$ cat config.mk
export PLATFORM = sky130hd
export DESIGN_NAME = fft_buf_stream_reader_flat
export DESIGN_NICKNAME = d
export VERILOG_FILES = /design/src/rtl/fft_buf_stream_reader_if.sv /design/src/rtl/fft_buf_stream_reader.sv /design/src/flat_wrapper.sv
export SDC_FILE = /design/constraint.sdc
export NUM_CORES = 1
export LEC_CHECK = 0
export BUFFER_PORTS_ARGS = -buffer_cell sky130_fd_sc_hd__buf_2
export CAP_MARGIN = 20
export CORE_MARGIN = 2
export CORE_UTILIZATION = 65
export CTS_BUF_LIST = sky130_fd_sc_hd__clkbuf_8
export DETAILED_ROUTE_END_ITERATION = 8
export PLACE_DENSITY = 0.88
export SLEW_MARGIN = 20
export SYNTH_ARGS = -nofsm -noshare
export SYNTH_HDL_FRONTEND = slang
export SYNTH_SLANG_ARGS = --single-unit
export TNS_END_PERCENT = 30
$ cat constraint.sdc
create_clock -name clk -period 4.2 [get_ports clk]
set_input_delay 0.21 -clock clk [delete_from_list [all_inputs] [get_ports clk]]
set_output_delay 0.21 -clock clk [all_outputs]
set_load 0.005 [all_outputs]
$ cat src/rtl/fft_buf_stream_reader_if.sv
// Bus bundle for fft_buf_stream_reader: LSRAM read port plus the output stream.
// master = reader; slave = RAM / downstream side.
interface fft_buf_stream_reader_if #(
   parameter int AWIDTH = 11,
   parameter int DWIDTH = 64
);
   logic [AWIDTH-1:0] ram_raddr;
   logic [DWIDTH-1:0] ram_do;
   logic [DWIDTH-1:0] out_data;
   logic              out_valid;
   logic              out_ready;
   logic              out_sof;
   logic              out_eof;

   modport master (
      output ram_raddr, out_data, out_valid, out_sof, out_eof,
      input  ram_do, out_ready
   );

   modport slave (
      input  ram_raddr, out_data, out_valid, out_sof, out_eof,
      output ram_do, out_ready
   );
endinterface

$ cat src/rtl/fft_buf_stream_reader.sv
// Unloads one N-word frame from the FFT result LSRAM into a valid/ready stream with sof/eof markers.
// Optional FFT_BUF_BITREV_EN: issue addresses in bit-reversed order (DIT results out in natural order).
module fft_buf_stream_reader #(
   parameter int AWIDTH     = 11,
   parameter int DWIDTH     = 64,
   parameter int RD_LAT     = 2,
   parameter int FIFO_DEPTH = 4
) (
   input  logic                    clk,
   input  logic                    nGrst,
   input  logic                    start,
   fft_buf_stream_reader_if.master bus,
   output logic                    busy,
   output logic                    done
);
   localparam int PW = (FIFO_DEPTH > 1) ? $clog2(FIFO_DEPTH) : 1;
   localparam int CW = $clog2(FIFO_DEPTH + 1);
   localparam int IW = (RD_LAT > 0) ? $clog2(RD_LAT + 1) : 1;
   localparam logic [AWIDTH:0] LAST_IDX = {1'b0, {AWIDTH{1'b1}}};

   typedef enum logic [1:0] {S_IDLE, S_READ, S_DRAIN} state_t;

   state_t                state;
   logic [AWIDTH:0]       issue_cnt;
   logic [AWIDTH-1:0]     raddr;
   logic [IW-1:0]         in_flight;
   logic [RD_LAT-1:0]     tag_v;
   logic [RD_LAT-1:0]     tag_sof;
   logic [RD_LAT-1:0]     tag_eof;
   logic [DWIDTH-1:0]     fifo_data [FIFO_DEPTH];
   logic [FIFO_DEPTH-1:0] fifo_sof;
   logic [FIFO_DEPTH-1:0] fifo_eof;
   logic [PW-1:0]         rd_ptr;
   logic [PW-1:0]         wr_ptr;
   logic [CW-1:0]         fifo_count;
   logic [31:0]           credit_used;
   logic                  issue;
   logic                  push;
   logic                  pop;
   logic                  empty;
   logic                  eof_pop;

   function automatic logic [AWIDTH-1:0] addr_map(input logic [AWIDTH-1:0] idx);
      logic [AWIDTH-1:0] a;
`ifdef FFT_BUF_BITREV_EN
      for (int unsigned b = 0; b < AWIDTH; b++) a[b] = idx[AWIDTH-1-b];
`else
      a = idx;
`endif
      return a;
   endfunction

   function automatic logic [PW-1:0] next_ptr(input logic [PW-1:0] p);
      return (p == PW'(FIFO_DEPTH - 1)) ? '0 : p + PW'(1);
   endfunction

   // ram_raddr is the RAM's address-register stage, so a word pushed RD_LAT edges after issue
   // holds exactly one credit per pipeline stage; credits are counted from registered state only.
   always_comb begin
      credit_used = 32'(in_flight) + 32'(fifo_count);
      issue       = (state == S_READ) && (credit_used < 32'(FIFO_DEPTH));
      push        = tag_v[RD_LAT-1];
      empty       = (fifo_count == '0);
      pop         = !empty && bus.out_ready;
      eof_pop     = pop && fifo_eof[rd_ptr];
   end

   always_ff @(posedge clk or negedge nGrst) begin
      if (!nGrst) begin
         state     <= S_IDLE;
         issue_cnt <= '0;
         raddr     <= '0;
         busy      <= 1'b0;
         done      <= 1'b0;
      end else begin
         done <= 1'b0;
         unique case (state)
            S_IDLE: begin
               if (start) begin
                  state     <= S_READ;
                  issue_cnt <= '0;
                  busy      <= 1'b1;
               end
            end
            S_READ: begin
               if (issue) begin
                  raddr     <= addr_map(issue_cnt[AWIDTH-1:0]);
                  issue_cnt <= issue_cnt + (AWIDTH+1)'(1);
                  if (issue_cnt == LAST_IDX) state <= S_DRAIN;
               end
            end
            S_DRAIN: begin
               // The eof word is the last one issued, so its pop leaves the FIFO and pipe empty.
               if (eof_pop && (in_flight == '0)) begin
                  state <= S_IDLE;
                  busy  <= 1'b0;
                  done  <= 1'b1;
               end
            end
            default: state <= S_IDLE;
         endcase
      end
   end

   always_ff @(posedge clk or negedge nGrst) begin
      if (!nGrst) begin
         tag_v     <= '0;
         tag_sof   <= '0;
         tag_eof   <= '0;
         in_flight <= '0;
      end else begin
         tag_v[0]   <= issue;
         tag_sof[0] <= issue && (issue_cnt == '0);
         tag_eof[0] <= issue && (issue_cnt == LAST_IDX);
         for (int unsigned k = 1; k < RD_LAT; k++) begin
            tag_v[k]   <= tag_v[k-1];
            tag_sof[k] <= tag_sof[k-1];
            tag_eof[k] <= tag_eof[k-1];
         end
         if (issue && !push)      in_flight <= in_flight + IW'(1);
         else if (!issue && push) in_flight <= in_flight - IW'(1);
      end
   end

   always_ff @(posedge clk or negedge nGrst) begin
      if (!nGrst) begin
         for (int unsigned k = 0; k < FIFO_DEPTH; k++) fifo_data[k] <= '0;
         fifo_sof   <= '0;
         fifo_eof   <= '0;
         rd_ptr     <= '0;
         wr_ptr     <= '0;
         fifo_count <= '0;
      end else begin
         if (push) begin
            fifo_data[wr_ptr] <= bus.ram_do;
            fifo_sof[wr_ptr]  <= tag_sof[RD_LAT-1];
            fifo_eof[wr_ptr]  <= tag_eof[RD_LAT-1];
            wr_ptr            <= next_ptr(wr_ptr);
         end
         if (pop) rd_ptr <= next_ptr(rd_ptr);
         if (push && !pop)      fifo_count <= fifo_count + CW'(1);
         else if (!push && pop) fifo_count <= fifo_count - CW'(1);
      end
   end

   overflow_check: assert property (@(posedge clk) disable iff (!nGrst)
      !(push && !pop && (fifo_count == CW'(FIFO_DEPTH))));

   assign bus.ram_raddr = raddr;
   assign bus.out_valid = !empty;
   assign bus.out_data  = fifo_data[rd_ptr];
   assign bus.out_sof   = !empty && fifo_sof[rd_ptr];
   assign bus.out_eof   = !empty && fifo_eof[rd_ptr];
endmodule

$ cat src/flat_wrapper.sv
// flat-port wrapper written by rule: the top's interface ports become plain ports
module fft_buf_stream_reader_flat 
#(
   parameter int AWIDTH     = 11,
   parameter int DWIDTH     = 64,
   parameter int RD_LAT     = 2,
   parameter int FIFO_DEPTH = 4
)
  (clk, nGrst, start, busy, done, bus_ram_raddr, bus_out_data, bus_out_valid, bus_out_sof, bus_out_eof, bus_ram_do, bus_out_ready);
  fft_buf_stream_reader_if #(.AWIDTH(AWIDTH), .DWIDTH(DWIDTH)) bus_i ();
  input  logic clk;
  input  logic nGrst;
  input  logic start;
  output logic busy;
  output logic done;
  output wire logic [$bits(bus_i.ram_raddr)-1:0] bus_ram_raddr;
  output wire logic [$bits(bus_i.out_data)-1:0] bus_out_data;
  output wire logic [$bits(bus_i.out_valid)-1:0] bus_out_valid;
  output wire logic [$bits(bus_i.out_sof)-1:0] bus_out_sof;
  output wire logic [$bits(bus_i.out_eof)-1:0] bus_out_eof;
  input wire logic [$bits(bus_i.ram_do)-1:0] bus_ram_do;
  input wire logic [$bits(bus_i.out_ready)-1:0] bus_out_ready;
  assign bus_ram_raddr = bus_i.ram_raddr;
  assign bus_out_data = bus_i.out_data;
  assign bus_out_valid = bus_i.out_valid;
  assign bus_out_sof = bus_i.out_sof;
  assign bus_out_eof = bus_i.out_eof;
  assign bus_i.ram_do = bus_ram_do;
  assign bus_i.out_ready = bus_out_ready;
  fft_buf_stream_reader #(.AWIDTH(AWIDTH), .DWIDTH(DWIDTH), .RD_LAT(RD_LAT), .FIFO_DEPTH(FIFO_DEPTH)) u_core (.clk(clk), .nGrst(nGrst), .start(start), .bus(bus_i), .busy(busy), .done(done));
endmodule
== Word level (Yosys, flattened, before mapping) ==
Cells that the tools add are included.
Widths: inputs -> output; s select.

* Register bits: 306
* Input bits: 68
* Word-level logic and storage cells: 107

* Add/sub/neg operators: 8
* Order comparisons: 7
* Equality and inequality tests: 9
* Mux-type cells: 33
* Bitwise gates (word level): 2
* Reduce and logical (&&, ||, !) cells: 30

{| class="wikitable"
|+ Operators by type and width
! kind !! number
|-
| $bwmux 256 || 1
|-
| $mux 64 || 3
|-
| $bmux 64 s2 || 1
|-
| $demux 64 s2 || 1
|-
| $lt 32x3->1 const B || 1
|-
| $mux 12 || 2
|-
| $pmux 12 s2 || 1
|-
| $mux 2 || 8
|-
| $logic_and 1x1->1 || 14
|-
| $add 12x1->12 const B || 1
|-
| $eq 12x11->1 const B || 1
|-
| $logic_not 12->1 || 1
|-
| $bwmux 4 || 2
|-
| $reduce_bool 2->1 || 4
|-
| $mux 1 || 7
|-
| $add 2x1->2 const B || 3
|-
| $eq 2x2->1 const B || 3
|-
| $ge 3x3->1 const B || 2
|-
| $lt 2x3->1 const B || 2
|-
| $mux 3 || 2
|-
| $not 2->3 || 2
|-
| $pmux 2 s3 || 1
|-
| $reduce_and 3->1 || 2
|-
| $add 2x3->4 || 1
|-
| other kinds (16) || 23
|}

== Depth between registers and ports, before layout ==
* Depth after elaboration: 7
* Mapped depth: 9
* Depth with buffers taken out: 8

== Least setup slack after synthesis ==
Ideal clock, no wire load.

* Path type: flip-flop to flip-flop
* From: reg u_core.fifo_count[2]
* To: reg u_core.fifo_count[2]
* Setup time: 0.079 ns
* Arrival: 2.022 ns
* Required time: 4.121 ns
* Slack: 2.099 ns
* Stages on the path, launching flop included: 8
* Period minus slack after synthesis: 2.101 ns
* Path through: dfrtp_1 > o31ai_1 > ha_1 > inv_1 > fa_1 > xor2_1 > nor2_1 > xor2_1

* Word-level cells in the longest chain between the ends: 6
* Elaborated cells between the ends (all ways): 11
* Classes of those cells: add/sub (2); mux (2); reduce/logical (7)

{| class="wikitable"
|+ RTL lines
! element !! RTL line !! RTL
|-
| from (decl) || fft_buf_stream_reader.sv:35 || <nowiki>logic [CW-1:0] fifo_count;</nowiki>
|-
| from (signal assigned) || fft_buf_stream_reader.sv:141 || <nowiki>if (push && !pop) fifo_count <= fifo_count + CW'(1);</nowiki>
|-
| from (signal assigned) || fft_buf_stream_reader.sv:142 || <nowiki>else if (!push && pop) fifo_count <= fifo_count - CW'(1);</nowiki>
|-
| parallel branches: the longest is 6 deep, another holds $sub 3x1->3 || n/a ||
|}

Parallel ways; which one is timed is not known. The select of a mux whose other input is x is not followed.
A chain may end at the register's enable or synchronous reset.

== Worst setup path after layout ==
* From: reg u_core.rd_ptr[0]
* To: out bus_out_data[51]

* Word-level cells in the longest chain between the ends: 4

{| class="wikitable"
|+ RTL lines
! element !! RTL line !! RTL
|-
| from (decl) || fft_buf_stream_reader.sv:33 || <nowiki>logic [PW-1:0] rd_ptr;</nowiki>
|-
| from (signal assigned) || fft_buf_stream_reader.sv:140 || <nowiki>if (pop) rd_ptr <= next_ptr(rd_ptr);</nowiki>
|-
| $not 2->3 (implied by the code) || fft_buf_stream_reader.sv:151 || <nowiki>assign bus.out_data = fifo_data[rd_ptr];</nowiki>
|-
| $bmux 64 s2 || fft_buf_stream_reader.sv:151 ||
|-
| $mux 64 (implied by the code) (2 in a row) || fft_buf_stream_reader.sv:151 ||
|-
| to (decl) || flat_wrapper.sv:17 || <nowiki>output wire logic [$bits(bus_i.out_data)-1:0] bus_out_data;</nowiki>
|}

Every way passes these cells. The select of a mux whose other input is x is not followed.

==> results by group <==
Timing
  • FMAX: 347.0 MHz
  • Relative slew slack: 0.2730
  • Tmin final: 2.882 ns
  • Endpoints failing setup: 0
  • Max-slew violations: 0
  • Final Worst Setup Slack: 1.318 ns
  • Final worst clock skew: 0.02211 ns
  • Worst-Margin Slew: 1.090 ns
  • Fin crit share: 0.6862
  • RSZ-0062 raised after global routing: false
  • Worst Hold Slack: 0.1516 ns
  • Setup TNS Final: 0 ns
  • Fin. Hold Viols: 0

Logic synthesis
  • Flops & latches, synth: 306
  • Seq/Total Area, Yosys: 0.5797
  • Syn nets: 889
  • Synth Area per Inst: 16.31 µm²
  • Ys flop type: dfrtp_1
  • Number of synthesized flops with an enable pin: 0
  • Synth Instances: 810
  • Area share of the largest cell type after synthesis: 0.5797
  • Ys async rst share: 1.000
  • Dominant cell type by area after synthesis: dfrtp_1
  • Yosys cell types: 39
  • Yosys warning count: 0
  • Syn Std Cell Area: 13210 µm²
  • Largest cells by area after synthesis: dfrtp_1 58%, mux2_2 23%, mux4_2 11%

Clocking
  • Postcts setup bufs: 0
  • Post-CTS Resized: 0
  • Cts bufs inserted: 48
  • Sink Count: 306
  • Root buf cell: clkbuf_8
  • H-tree lvl count: 2
  • CTS Buffer Depth: 3
  • Clk_lat worst skew: 0.54 ns
  • CTS tree: done
  • Reg clk slew, reported paths: 0.06 ns
  • Post-CTS Hold Fix Bufs: 66

Detailed routing
  • Routed len/inst: 20.74 µm
  • WL final: 27.73 mm
  • Final ANT Viol Nets: 0
  • DRC: 0
  • Vias: 7761
  • Vias per inst: 5.805
  • TritonRoute pass-1 iters: 4
  • DR iter-0 viols: 415

Global route
  • Global-route wire length before repair: 45.53 mm
  • Pin count of the biggest net entering global routing: 131
  • Vias in the first global route: 8746
  • Initial antenna violation count: 1
  • Total grt overflow: 0
  • Total GRT Usage: 0.2694

Final layout
  • Nets@finish: 1113
  • Antenna diodes: 0
  • Layout area overhead: 18.93%
  • Layout cell share with drive strength beyond 1: 0.5286
  • FILL cells: 1138
  • Final non-filler cell area: 15710 µm²

Run
  • Max_cap viols: 0

Die
  • Die Span Y: 146.6 µm
  • Initial Util: 0.6571
  • Area of the core: 20100 µm²
  • Num rows: 52
  • Die Wd: 146.6 µm
  • I/O Pins: 148
  • Die ar.: 21480 µm²

Min path
  • Hold Path End: u_core.rd_ptr[0]$_DFFE_PN0P_
  • Hold Startpoint: bus_out_ready
  • Hold path cells: 3
  • Hold crit path type: input port to flip-flop

Power and ir drop
  • Cell Int Power: 8.551 mW
  • Worst VDD drop: 0.4853 mV
  • PwrDens: 792.7 nW/µm²
  • Final Total Pwr: 12.45 mW
  • Fraction of power consumed by sequential logic: 0.434
  • Sw Ratio: 0.3134
  • LEAKAGE: 7.044 nW
  • NetSw: 3.902 mW
  • Combinational Power Share: 0.383
  • Clock share of power: 0.182

Placed design
  • IO Port Bufs: 147
  • Dpl hpwl: 15.93 mm
  • Dpl cell area: 14180 µm²
  • Dpl ws: 1.743 ns
  • GPL Wtd Cong: 0.8048

Worst setup path
  • Critical path data arrival time: 2.67 ns
  • Worst EP required: 3.99 ns
  • CP startpoint kind: flip-flop
  • RR Endpoint: u_core.in_flight[1]$_DFFE_PN0P_
  • CP Capture Type: output port
  • Reg2Reg Launch Point: u_core.fifo_count[1]$_DFFE_PN0P_
  • R2R Setup Slk: 1.71 ns
  • Reg2reg path depth: 7
  • WS Path Type: flip-flop to output port
  • Critical path peak fanout: 44

Status
  • Status: completed
==> registers in the layout (all words and copies together) (netlist names), 2 cells and up <==
| name | flops |
|---|---|
| u_core.state | 2 |
| u_core.rd_ptr | 2 |
| u_core.issue_cnt | 12 |
| u_core.bus.ram_raddr | 11 |
| u_core.wr_ptr | 2 |
| u_core.fifo_count | 3 |
| u_core.tag_eof | 2 |
| u_core.in_flight | 2 |
| u_core.fifo_data | 256 |
| u_core.fifo_sof | 4 |
| u_core.tag_v | 2 |
| u_core.tag_sof | 2 |
| u_core.fifo_eof | 4 |
==> power by group through the flow <==
stage | Sequential (mW) | Clock [mW] | Combinational, mW
2_1_floorplan | 4.89 | 0 | 3.60
3_3_place_gp | 5.30 | 0 | 4.55
3_5_place_dp | 5.40 | 0 | 4.72
4_1_cts | 5.38 | 2.32 | 4.81
5_1_grt | 5.57 | 2.46 | 5.15
6_report | 5.41 | 2.27 | 4.78
==> routing by layer <==
metal / share of wire / wire, µm / up-vias / GRT usage
met5: 0.00047 / 13 / - / 0
met3: 0.040 / 1121 / 33 / 0.04375
li1: - / - / 3453 / -
met1: 0.42 / 11780 / 4094 / 0.3618
met2: 0.52 / 14460 / 179 / 0.4646
met4: 0.012 / 346 / 2 / 0.07524
==> placed cells by master, fill, tap and decap left out, drive strengths merged <==
cell type	Yosys	final
dfrtp	306	306
mux2	273	273
buf	37	155
mux4	66	66
dlygate4sd3	0	66
clkbuf	10	55
inv	9	32
nand2	18	18
o21ai	10	10
ha	10	10
nor2	10	10
nand3	7	7
xor2	6	6
or3	5	5
and2	5	5
nor3	5	5
clkinv	0	5
xnor2	4	4
and3	3	3
o31ai	3	3
a21oi	3	3
nand4	3	3
nor4	2	2
nand2b	2	2
and4	2	2
nor4b	1	1
or4b	1	1
or2b	1	1
a311o	1	1
nand4b	1	1
o211ai	1	1
nor3b	1	1
mux2i	1	1
a21o	1	1
o41ai	1	1
fa	1	1
==> worst max path at each step <==
stage | start | end | cells after the start
2_1_floorplan | u_core.fifo_count[2]$_DFFE_PN0P_ | u_core.fifo_count[2]$_DFFE_PN0P_ | 7
3_3_place_gp | u_core.rd_ptr[0]$_DFFE_PN0P_ | bus_out_data[46] | 3
3_5_place_dp | u_core.fifo_count[1]$_DFFE_PN0P_ | u_core.in_flight[1]$_DFFE_PN0P_ | 7
4_1_cts | u_core.rd_ptr[0]$_DFFE_PN0P_ | bus_out_data[47] | 3
5_1_grt | u_core.rd_ptr[0]$_DFFE_PN0P_ | bus_out_data[51] | 3
6_report | u_core.rd_ptr[0]$_DFFE_PN0P_ | bus_out_data[51] | 3
==> metrics by stage <==
stage | std cells | utilization
after global placement | 1188 | 0.7054
after floorplan | 810 | -
after detailed placement | 1188 | 0.7054
final | 1337 | 0.7815
after CTS | 1337 | 0.7815
after global routing | 1337 | 0.7815
==> layout make-up <==
class                           count  area [µm²]  share of cell area
Clock buffer                       55       757.0             0.04818
Clock inverter                     28       111.4            0.007088
Inverter                            9       33.78            0.002150
Multi-Input combinational cell    448        5330              0.3393
Sequential cell                   306        7662              0.4877
Tap cell                          270       337.8             0.02150
Timing Repair Buffer              221        1479             0.09413
==> critical path: stages, from the launching register on <==
cell	delay (ns)
dfrtp_4	1.01
buf_4	0.43
mux4_2	0.54
buf_2	0.14
==> synth_stat cells (all sizes together), types with 6 or more instances <==
cell type  number
nand2          18
xor2            6
nand3           7
mux2          273
buf            37
mux4           66
ha             10
inv             9
dfrtp         306
o21ai          10
nor2           10
clkbuf         10
==> logic make-up (layout without fill, tap and decap cells) <==
kind of cell,count (synthesis),after routing,synth area share
multiplexers,340,340,0.3460
flip-flops,306,306,0.5797
AND/OR/NAND/NOR,67,67,0.02841
buffers and inverters,56,313,0.01913
AO/OA/AOI/OAI,20,20,0.009188
adder cells (fa/ha/maj),11,11,0.01099
XOR/XNOR,10,10,0.006630
(Power assumes the default switching activity.)
